==> src/rtl/fp_div_seq_if.sv <==
// Operand/result handshake bundle for fp_div_seq: the FPU datapath is master, the divider is slave.
interface fp_div_seq_if;
    logic        in_valid;
    logic        out_ready;
    logic [63:0] in_numA;
    logic [63:0] in_numB;
    logic        in_fmt;
    logic        out_valid;
    logic        in_ready;
    logic [63:0] out_result;
    logic [4:0]  out_flags;

    modport master (output in_valid, in_numA, in_numB, in_fmt, in_ready,
                    input  out_ready, out_valid, out_result, out_flags);
    modport slave  (input  in_valid, in_numA, in_numB, in_fmt, in_ready,
                    output out_ready, out_valid, out_result, out_flags);
endinterface

==> src/rtl/fp_div_seq.sv <==
// Iterative restoring radix-2 FP32/FP64 divider, RNE, DAZ/FTZ, valid/ready on both sides.
// Define FP_DIV_SEQ_FLAGS_EN to compute and register out_flags; otherwise out_flags is tied to zero.
module fp_div_seq #(
    parameter int EXP_W_INT = 13,
    parameter int MAN_W     = 53
) (
    input  logic        in_clk,
    input  logic        in_rst_n,
    fp_div_seq_if.slave bus
);
    localparam int QW  = MAN_W + 2;   // quotient bits for FP64: hidden + frac + guard + norm spare
    localparam int RW  = MAN_W + 1;
    localparam int N32 = 26;

    typedef enum logic [2:0] {IDLE, UNPACK, DIVIDE, NORM, ROUND, DONE} state_t;

    state_t                       state_q, state_d;
    logic [63:0]                  a_q, a_d, b_q, b_d, res_q, res_d;
    logic                         fmt_q, fmt_d, sgn_q, sgn_d, spw_q, spw_d;
    logic signed [EXP_W_INT-1:0]  exp_q, exp_d;
    logic [MAN_W-1:0]             mb_q, mb_d;
    logic [RW-1:0]                rem_q, rem_d;
    logic [QW-1:0]                quo_q, quo_d;
    logic [5:0]                   cnt_q, cnt_d;

    // FP32 fields are widened so both formats share one classification path
    logic        sA, sB;
    logic [10:0] eA, eB, emax;
    logic [51:0] fA, fB;
    assign sA   = fmt_q ? a_q[63] : a_q[31];
    assign sB   = fmt_q ? b_q[63] : b_q[31];
    assign eA   = fmt_q ? a_q[62:52] : {3'b0, a_q[30:23]};
    assign eB   = fmt_q ? b_q[62:52] : {3'b0, b_q[30:23]};
    assign fA   = fmt_q ? a_q[51:0]  : {a_q[22:0], 29'b0};
    assign fB   = fmt_q ? b_q[51:0]  : {b_q[22:0], 29'b0};
    assign emax = fmt_q ? 11'h7FF : 11'h0FF;

    logic nanA, nanB, infA, infB, zA, zB, special, inv_nan;
    assign nanA    = (eA == emax) && (fA != '0);
    assign nanB    = (eB == emax) && (fB != '0);
    assign infA    = (eA == emax) && (fA == '0);
    assign infB    = (eB == emax) && (fB == '0);
    assign zA      = (eA == '0);
    assign zB      = (eB == '0);
    assign special = nanA | nanB | infA | infB | zA | zB;
    assign inv_nan = nanA | nanB | (zA & zB) | (infA & infB);

    logic        sgn_x;
    logic [63:0] inf_res, zero_res, nan_res, spc_res;
    assign sgn_x    = sA ^ sB;
    assign inf_res  = fmt_q ? {sgn_x, 11'h7FF, 52'b0} : {32'b0, sgn_x, 8'hFF, 23'b0};
    assign zero_res = fmt_q ? {sgn_x, 63'b0} : {32'b0, sgn_x, 31'b0};
    assign nan_res  = fmt_q ? 64'h7FF8_0000_0000_0000 : 64'h0000_0000_7FC0_0000;
    assign spc_res  = inv_nan ? nan_res : (zB | infA) ? inf_res : zero_res;

    logic signed [EXP_W_INT-1:0] exp_un;
    assign exp_un = EXP_W_INT'(eA) - EXP_W_INT'(eB) + (fmt_q ? EXP_W_INT'(1023) : EXP_W_INT'(127));

    // restoring step: subtract divisor when it fits, then shift the partial remainder
    logic [RW:0]   diff;
    logic          qbit;
    logic [RW-1:0] rem_sel;
    assign diff    = {1'b0, rem_q} - {2'b0, mb_q};
    assign qbit    = ~diff[RW];
    assign rem_sel = qbit ? diff[RW-1:0] : rem_q;

    logic [QW-1:0] qa;
    assign qa = fmt_q ? quo_q : (quo_q << (QW - N32));

    // quotient is left-aligned after NORM: [QW-1] hidden, fraction, guard, then spare bits
    logic        lsb, grd, stk, rnd_up, carry, ovf, unf;
    logic [52:0] fr64;
    logic [23:0] fr32;
    logic signed [EXP_W_INT-1:0] exp_r, emax_s;
    assign lsb    = fmt_q ? quo_q[2] : quo_q[31];
    assign grd    = fmt_q ? quo_q[1] : quo_q[30];
    assign stk    = (rem_q != '0) | (fmt_q ? quo_q[0] : (quo_q[29:0] != '0));
    assign rnd_up = grd & (stk | lsb);
    assign fr64   = {1'b0, quo_q[QW-2:2]} + 53'(rnd_up);
    assign fr32   = {1'b0, quo_q[QW-2:QW-24]} + 24'(rnd_up);
    assign carry  = fmt_q ? fr64[52] : fr32[23];
    assign exp_r  = exp_q + EXP_W_INT'(carry);
    assign emax_s = fmt_q ? EXP_W_INT'(2047) : EXP_W_INT'(255);
    assign ovf    = ~exp_r[EXP_W_INT-1] & (exp_r >= emax_s);
    assign unf    = exp_r[EXP_W_INT-1] | (exp_r == '0);

`ifdef FP_DIV_SEQ_FLAGS_EN
    logic [4:0] flg_q, flg_d, spc_flg;
    logic       snan;
    assign snan    = (nanA & ~fA[51]) | (nanB & ~fB[51]);
    assign spc_flg = inv_nan ? {snan | (zA & zB) | (infA & infB), 4'b0}
                             : (zB & ~infA) ? 5'b01000 : 5'b00000;
`endif

    always_comb begin
        state_d = state_q;
        a_d     = a_q;
        b_d     = b_q;
        fmt_d   = fmt_q;
        sgn_d   = sgn_q;
        spw_d   = spw_q;
        exp_d   = exp_q;
        mb_d    = mb_q;
        rem_d   = rem_q;
        quo_d   = quo_q;
        cnt_d   = cnt_q;
        res_d   = res_q;
`ifdef FP_DIV_SEQ_FLAGS_EN
        flg_d   = flg_q;
`endif
        case (state_q)
            IDLE: if (bus.in_valid) begin
                a_d     = bus.in_numA;
                b_d     = bus.in_numB;
                fmt_d   = bus.in_fmt;
                state_d = UNPACK;
            end
            UNPACK: begin
                sgn_d = sgn_x;
                if (special) begin
                    // specials hold one extra cycle so their result appears two cycles after accept
                    spw_d = ~spw_q;
                    if (spw_q) begin
                        res_d   = spc_res;
`ifdef FP_DIV_SEQ_FLAGS_EN
                        flg_d   = spc_flg;
`endif
                        state_d = DONE;
                    end
                end else begin
                    exp_d   = exp_un;
                    mb_d    = {1'b1, fB};
                    rem_d   = {2'b01, fA};
                    quo_d   = '0;
                    cnt_d   = fmt_q ? 6'(QW) : 6'(N32);
                    state_d = DIVIDE;
                end
            end
            DIVIDE: begin
                rem_d = {rem_sel[RW-2:0], 1'b0};
                quo_d = {quo_q[QW-2:0], qbit};
                cnt_d = cnt_q - 6'd1;
                if (cnt_q == 6'd1) state_d = NORM;
            end
            NORM: begin
                quo_d   = qa[QW-1] ? qa : {qa[QW-2:0], 1'b0};
                exp_d   = qa[QW-1] ? exp_q : exp_q - EXP_W_INT'(1);
                state_d = ROUND;
            end
            ROUND: begin
                if (ovf)
                    res_d = fmt_q ? {sgn_q, 11'h7FF, 52'b0} : {32'b0, sgn_q, 8'hFF, 23'b0};
                else if (unf)
                    res_d = fmt_q ? {sgn_q, 63'b0} : {32'b0, sgn_q, 31'b0};
                else
                    res_d = fmt_q ? {sgn_q, exp_r[10:0], fr64[51:0]}
                                  : {32'b0, sgn_q, exp_r[7:0], fr32[22:0]};
`ifdef FP_DIV_SEQ_FLAGS_EN
                flg_d   = ovf ? 5'b00101 : unf ? 5'b00011 : {4'b0, grd | stk};
`endif
                state_d = DONE;
            end
            DONE: if (bus.in_ready) state_d = IDLE;
            default: state_d = IDLE;
        endcase
    end

    always_ff @(posedge in_clk or negedge in_rst_n) begin
        if (!in_rst_n) begin
            state_q <= IDLE;
            a_q     <= '0;
            b_q     <= '0;
            fmt_q   <= 1'b0;
            sgn_q   <= 1'b0;
            spw_q   <= 1'b0;
            exp_q   <= '0;
            mb_q    <= '0;
            rem_q   <= '0;
            quo_q   <= '0;
            cnt_q   <= '0;
            res_q   <= '0;
`ifdef FP_DIV_SEQ_FLAGS_EN
            flg_q   <= '0;
`endif
        end else begin
            state_q <= state_d;
            a_q     <= a_d;
            b_q     <= b_d;
            fmt_q   <= fmt_d;
            sgn_q   <= sgn_d;
            spw_q   <= spw_d;
            exp_q   <= exp_d;
            mb_q    <= mb_d;
            rem_q   <= rem_d;
            quo_q   <= quo_d;
            cnt_q   <= cnt_d;
            res_q   <= res_d;
`ifdef FP_DIV_SEQ_FLAGS_EN
            flg_q   <= flg_d;
`endif
        end
    end

    assign bus.out_ready  = (state_q == IDLE);
    assign bus.out_valid  = (state_q == DONE);
    assign bus.out_result = res_q;
`ifdef FP_DIV_SEQ_FLAGS_EN
    assign bus.out_flags  = flg_q;
`else
    assign bus.out_flags  = 5'b0;
`endif
endmodule

==> src/flat_wrapper.sv <==
// flat-port wrapper written by rule: the top's interface ports become plain ports
module fp_div_seq_flat 
#(
    parameter int EXP_W_INT = 13,
    parameter int MAN_W     = 53
)
  (in_clk, in_rst_n, bus_in_valid, bus_in_numA, bus_in_numB, bus_in_fmt, bus_in_ready, bus_out_ready, bus_out_valid, bus_out_result, bus_out_flags);
  fp_div_seq_if bus_i ();
  input  logic in_clk;
  input  logic in_rst_n;
  input wire logic [$bits(bus_i.in_valid)-1:0] bus_in_valid;
  input wire logic [$bits(bus_i.in_numA)-1:0] bus_in_numA;
  input wire logic [$bits(bus_i.in_numB)-1:0] bus_in_numB;
  input wire logic [$bits(bus_i.in_fmt)-1:0] bus_in_fmt;
  input wire logic [$bits(bus_i.in_ready)-1:0] bus_in_ready;
  output wire logic [$bits(bus_i.out_ready)-1:0] bus_out_ready;
  output wire logic [$bits(bus_i.out_valid)-1:0] bus_out_valid;
  output wire logic [$bits(bus_i.out_result)-1:0] bus_out_result;
  output wire logic [$bits(bus_i.out_flags)-1:0] bus_out_flags;
  assign bus_i.in_valid = bus_in_valid;
  assign bus_i.in_numA = bus_in_numA;
  assign bus_i.in_numB = bus_in_numB;
  assign bus_i.in_fmt = bus_in_fmt;
  assign bus_i.in_ready = bus_in_ready;
  assign bus_out_ready = bus_i.out_ready;
  assign bus_out_valid = bus_i.out_valid;
  assign bus_out_result = bus_i.out_result;
  assign bus_out_flags = bus_i.out_flags;
  fp_div_seq #(.EXP_W_INT(EXP_W_INT), .MAN_W(MAN_W)) u_core (.in_clk(in_clk), .in_rst_n(in_rst_n), .bus(bus_i));
endmodule
==> config.mk <==
export PLATFORM = sky130hd
export DESIGN_NAME = fp_div_seq_flat
export DESIGN_NICKNAME = d
export VERILOG_FILES = /design/src/rtl/fp_div_seq_if.sv /design/src/rtl/fp_div_seq.sv /design/src/flat_wrapper.sv
export SDC_FILE = /design/constraint.sdc
export NUM_CORES = 1
export LEC_CHECK = 0
export BUFFER_PORTS_ARGS = -buffer_cell sky130_fd_sc_hd__buf_2
export CORE_UTILIZATION = 60
export DETAILED_ROUTE_END_ITERATION = 6
export GPL_TIMING_DRIVEN = 0
export HOLD_SLACK_MARGIN = 0.06
export PLACE_DENSITY = 0.8
export SLEW_MARGIN = 20
export SYNTH_ARGS = -nofsm -noshare
export SYNTH_HDL_FRONTEND = slang
export SYNTH_SLANG_ARGS = --single-unit
==> constraint.sdc <==
create_clock -name in_clk -period 10.1 [get_ports in_clk]
set_input_delay 1.515 -clock in_clk [delete_from_list [all_inputs] [get_ports in_clk]]
set_output_delay 1.515 -clock in_clk [all_outputs]
set_load 0.02 [all_outputs]
; ---- Word level (Yosys, flattened, before mapping)
; Cells that the tools add are included.
[totals]
word_cells = 128
register_bits = 379
[op_classes]
eq_ne = 16
bitwise = 20
n_reduce_logical = 26
muxes = 45
add_sub_neg = 8
n_lt_le_gt_ge = 1
[op_table]
columns = operator, n
row1 = 64-bit two-way mux, 11
row2 = 55-bit two-way mux, 3
row3 = 55-bit case mux with 3 select lines, 1
row4 = 64-bit case mux with 2 select lines, 1
row5 = 54-bit case mux with 2 select lines, 1
row6 = 52-bit logical NOT, 2
row7 = 52-bit two-way mux, 2
row8 = 52-bit nonzero test, 2
row9 = 63-bit two-way mux, 1
row10 = 54-bit by 53-bit subtractor with 55-bit output, 1
row11 = 54-bit two-way mux, 1
row12 = 54-bit nonzero test, 1
row13 = 52-bit by 1-bit adder with 53-bit output, 1
row14 = 53-bit two-way mux, 1
row15 = 11-bit two-way mux, 4
row16 = 30-bit nonzero test, 1
row17 = 13-bit two-way mux, 2
row18 = 13-bit case mux with 2 select lines, 1
row19 = 23-bit by 1-bit adder with 24-bit output, 1
row20 = 11-bit equality test, 2
row21 = 11-bit logical NOT, 2
row22 = 3-bit case mux with 6 select lines, 1
row23 = 3-bit two-way mux, 5
row24 = 13-bit by 1-bit adder with 13-bit output, 1
row25 = other kinds (28), 67

; ---- Longest topological paths before layout
[depth]
ltp_word = 13
ltp_mapped = 37
ltp_nobuf = 33

; ---- Least setup slack after synthesis
; Ideal clock, no wire load.
[synth_timing]
kind = register to register
from = register u_core.fmt_q
to = register u_core.res_q[6] (netlist: u_core.bus.out_result[6])
arrival_ns = 6.685
slack_ns = 3.289
stages_incl_launch_ff = 37
required_ns = 9.974
setup_ns = 0.126
cell_sequence = dfrtp_1 > buf_2 > clkbuf_1 > clkbuf_1 > buf_1 > clkbuf_1 > nand3_1 > nand2_1 > ha_1 > ha_1 > and3_1 > nand2_1 > nor2_4 > nand3_1 > nor2_1 > nand3_1 > nor2_1 > mux2i_1 > nor2_1 > ha_1 > ha_1 > nand4_1 > nor2_1 > and3_1 > xor2_1 > ha_1 > nand3_1 > nor3_1 > nand2_1 > o311a_1 > nor2b_1 > buf_2 > and2_1 > buf_2 > nand2_1 > nor3_1 > a221o_1
[synth_between]
elab_chain_len = 12
[synth_rtl]
columns = item, line
row1 = start: declaration, fp_div_seq.sv:19  ; logic fmt_q, fmt_d, sgn_q, sgn_d, spw_q, spw_d;
row2 = start signal: assignment, fp_div_seq.sv:189  ; fmt_q <= fmt_d;
row3 = "parallel branches: the longest is 12 deep, another holds 52-bit by 1-bit adder with 53-bit output", n/a
row4 = end signal: assignment, fp_div_seq.sv:197  ; res_q <= res_d;
row5 = end: declaration, fp_div_seq.sv:18  ; logic [63:0] a_q, a_d, b_q, b_d, res_q, res_d;
; Several ways; the timed one is not identified. The select of a mux whose other input is x is not followed.
; A chain may end at the register's enable or synchronous reset.

; ---- Worst setup path after layout
[layout_timing]
from = register u_core.fmt_q
to = register u_core.res_q[31] (netlist: u_core.bus.out_result[31])
; Same word-level chain as after synthesis.

==> results by group <==
Detailed routing
  – 1st-iter DRT viols: 2472
  – Top sig layer: met4
  – Antenna Nets Post-Route: 0
  – DRC: 0
  – Metal3 WL: 9000 um
  – Via count: 22.6k
  – Pre-antenna DRT Iters: 6
  – WL final: 83900 um
  – Via density: 6.67
  – Wl on met1: 34900 um
  – Wire length on met2: 36100 um
  – DR WL/cell: 24.8 um

Synth
  – Synthesis Warnings: 0
  – Asr flop ratio synth: 100%
  – Post-Syn Area: 0.0238 mm^2
  – Yosys cell types: 97
  – Compound-Gate Fraction of Synth Area: 18.6%
  – Largest family of logic cells by synthesized area: compound AO/OA/AOI/OAI gates
  – Cell taking the most area after synthesis: dfrtp_1
  – Number of flops mapped to enable cells by yosys: 0
  – Synth Instances: 2580
  – Share of the synthesized area in the top cell type: 39.9%
  – Top cells by area, synth: dfrtp_1 (40%), mux2_2 (6.4%), ha_1 (4.4%)
  – Top_reg_cell synth: dfrtp_1
  – Seq/Total Area, Yosys: 39.9%
  – Synth Area in Simple Gates: 16.5%
  – Adder-cell share of the synthesized area: 4.54%
  – Yosys reg bits: 379
  – Syn Area/Cell: 9.21 um^2
  – Synth Area in XOR/XNOR: 5.16%
  – Multiplexer area fraction after synthesis: 10.3%

Setup path
  – Capturing point of the worst reg2reg path: u_core.bus.out_result[31]$_DFFE_PN0P_
  – CP required: 10520 ps
  – Critical Path End Type: flip-flop
  – Startpoint Class: flip-flop
  – Slowest-stage cell, CP: dfrtp_1
  – Largest stage delay on the critical path: 720 ps
  – Reg2reg path depth: 34
  – Worst reg2reg startpoint: u_core.fmt_q$_DFFE_PN0P_
  – CP Class: flip-flop to flip-flop
  – R2r setup slk: 560 ps
  – Crit path DAT: 9960 ps
  – Crit-path max FO: 13

Final layout
  – Commonest non-fill, non-tap cell in the layout: dfrtp_1
  – Most frequent cells in the layout: dfrtp_1 (379), nand2_1 (255), buf_2 (225)
  – Fin util: 69.8%
  – Final instance area: 0.0271 mm^2
  – Growth of design area from synthesis to finish: 14.1%
  – # nets final: 3049
  – Share of layout cells above drive strength 1: 17.1%

Power
  – Static leakage: 11.9 nW
  – Comb pwr share: 58.9%
  – Pint: 5.76 mW
  – Sw Share: 49.2%
  – Psw: 5.57 mW
  – Worst vdd ir: 0.000497 V
  – Pwr Density: 418 mW/mm^2
  – Clock share of power: 15.5%
  – Sequential Power Share: 25.6%

Die
  – Starting Density: 61.2%
  – Core area: 0.0388 mm^2
  – Die width: 201 um
  – Die footprint: 0.0404 mm^2
  – Die H: 201 um
  – Rows: 72
  – I/O pins: 204

Placed design
  – Global placer's final weighted congestion: 1.08
  – IO buf count: 198
  – Hpwl dp: 63400 um
  – DP Area: 0.0255 mm^2
  – Pre-CTS WS: 207 ps

Timing
  – Setup violators final: 0
  – RSZ-0062 raised after global routing: false
  – Max-slew headroom: 22.5%
  – Hold slack: 453 ps
  – Crit share post-route: 94.5%
  – FMAX: 105 MHz
  – Worst setup margin: 555 ps
  – Max-slew violation count: 0
  – Hold Fails Final Rpt: 0
  – Max Clock Skew: 19.4 ps
  – Minimum clock period: 9540 ps
  – Setup Total Neg Slack: 0 ps
  – Tightest Pin Transition: 1160 ps

Min path
  – Hold EP: u_core.mb_q[52]$_DFFE_PN0P_
  – Hold Path Stages: 2
  – Hold Crit Class: flip-flop to flip-flop
  – Min-Delay Startpoint: u_core.mb_q[52]$_DFFE_PN0P_

Global routing
  – Remaining Overflow, GRT: 0
  – Vias in the first global route: 21.7k
  – Initial antenna violation count: 1
  – Overall routing resource usage: 41.4%
  – Largest net degree at the start of global routing: 96
  – First-pass GRT wire length: 128000 um

CTS
  – Hold-fix buffers, CTS: 0
  – Root Driver: clkbuf_16
  – Cts bufs inserted: 43
  – CTS H-tree lvls: 2
  – Clk_lat worst skew: 600 ps
  – Clock sink count: 379
  – Max clock buf depth: 3
  – CTS tree: built
  – Clk pin slew, worst setup/hold paths: 60 ps

Run status
  – Status: finished clean

Job
  – Max-Cap Viols: 0
per-layer routing:
metal / global-route usage (%) / up-vias
met5: 0 / -
met1: 57.8 / 11000
met4: 17.9 / 0
met2: 62.3 / 1401
met3: 8.80 / 270
li1: - / 9901
what timing repair did:
| item | in CTS | in global routing |
|---|---|---|
| endpoints found under the setup margin | 0 | 51 |
| hold endpoints to repair | 0 | 0 |
| setup buffers | 0 | 0 |
| gates resized for setup | 0 | 5 |
through the flow:
stage / cells / power (mW)
floorplan: 2584 / 7.28
CTS: 3382 / 11.1
detailed placement: 3304 / 9.30
global placement: 3300 / 9.14
finish: 3383 / 11.3
global route: 3382 / 12.0
cell families after synthesis:
| logic type | after synthesis |
|---|---|
| xor gates and xnor gates | 139 |
| DFF | 379 |
| other | 1 |
| buffers and inverters | 285 |
| and+or+nand+nor | 791 |
| muxes | 227 |
| AOI/OAI and AO/OA | 673 |
| adders and majority gates | 85 |
flip-flops by register name (all words and copies together), names as in the netlist, 3 cells and up:
register               count
u_core.a_q                64
u_core.b_q                64
u_core.bus.out_result     64
u_core.cnt_q               6
u_core.exp_q              13
u_core.mb_q               53
u_core.quo_q              55
u_core.rem_q              54
u_core.state_q             3
final cells by class:
cell class	count	area (um^2)
multi-input cells	1920	13100
clock buffers	56	1200
flip-flops and latches	379	9480
well taps	518	648
diodes	1	2.50
plain buffers	196	841
inverters	89	334
fillers	3073	11700
clock inverters	22	373
repair buffers	202	1110
synth_stat cells, drive strengths merged (41+ instances only):
cell / count
a211oi: 82
a21oi: 149
a22o: 43
and3: 48
buf: 52
clkbuf: 144
dfrtp: 379
ha: 83
inv: 89
mux2: 136
mux2i: 91
nand2: 256
nand3: 97
nor2: 136
nor2b: 41
nor3: 44
nor4: 48
o21ai: 181
xnor2: 72
xor2: 67
power by group through the flow:
stage               clock, mW  combinational (mW)  sequential (mW)
global placement            0                6.29             2.85
floorplan                   0                4.64             2.64
detailed placement          0                6.43             2.87
CTS                      1.77                6.48             2.85
global route             1.83                7.20             2.94
finish                   1.76                6.67             2.90
worst max-delay path: cells and delay by family (launching register included):
kind / cells / cell delay, ps
buf+inv: 7 / 2970
fa+ha+maj: 5 / 1110
mux: 1 / 120
flops: 1 / 720
simple gates: 18 / 3590
compound gates: 2 / 560
xor+xnor: 1 / 270
worst max path at each step:
| stage | startpoint | end | depth (start not counted) |
|---|---|---|---|
| final | u_core.fmt_q$_DFFE_PN0P_ | u_core.bus.out_result[31]$_DFFE_PN0P_ | 34 |
| after global routing | u_core.fmt_q$_DFFE_PN0P_ | u_core.bus.out_result[31]$_DFFE_PN0P_ | 34 |
| after CTS | u_core.fmt_q$_DFFE_PN0P_ | u_core.bus.out_result[60]$_DFFE_PN0P_ | 36 |
| after detailed placement | u_core.fmt_q$_DFFE_PN0P_ | u_core.bus.out_result[62]$_DFFE_PN0P_ | 36 |
| after global placement | in_rst_n | u_core.fmt_q$_DFFE_PN0P_ | 1 |
| after floorplan | u_core.fmt_q$_DFFE_PN0P_ | u_core.bus.out_result[6]$_DFFE_PN0P_ | 36 |
(Power assumes the default switching activity.)
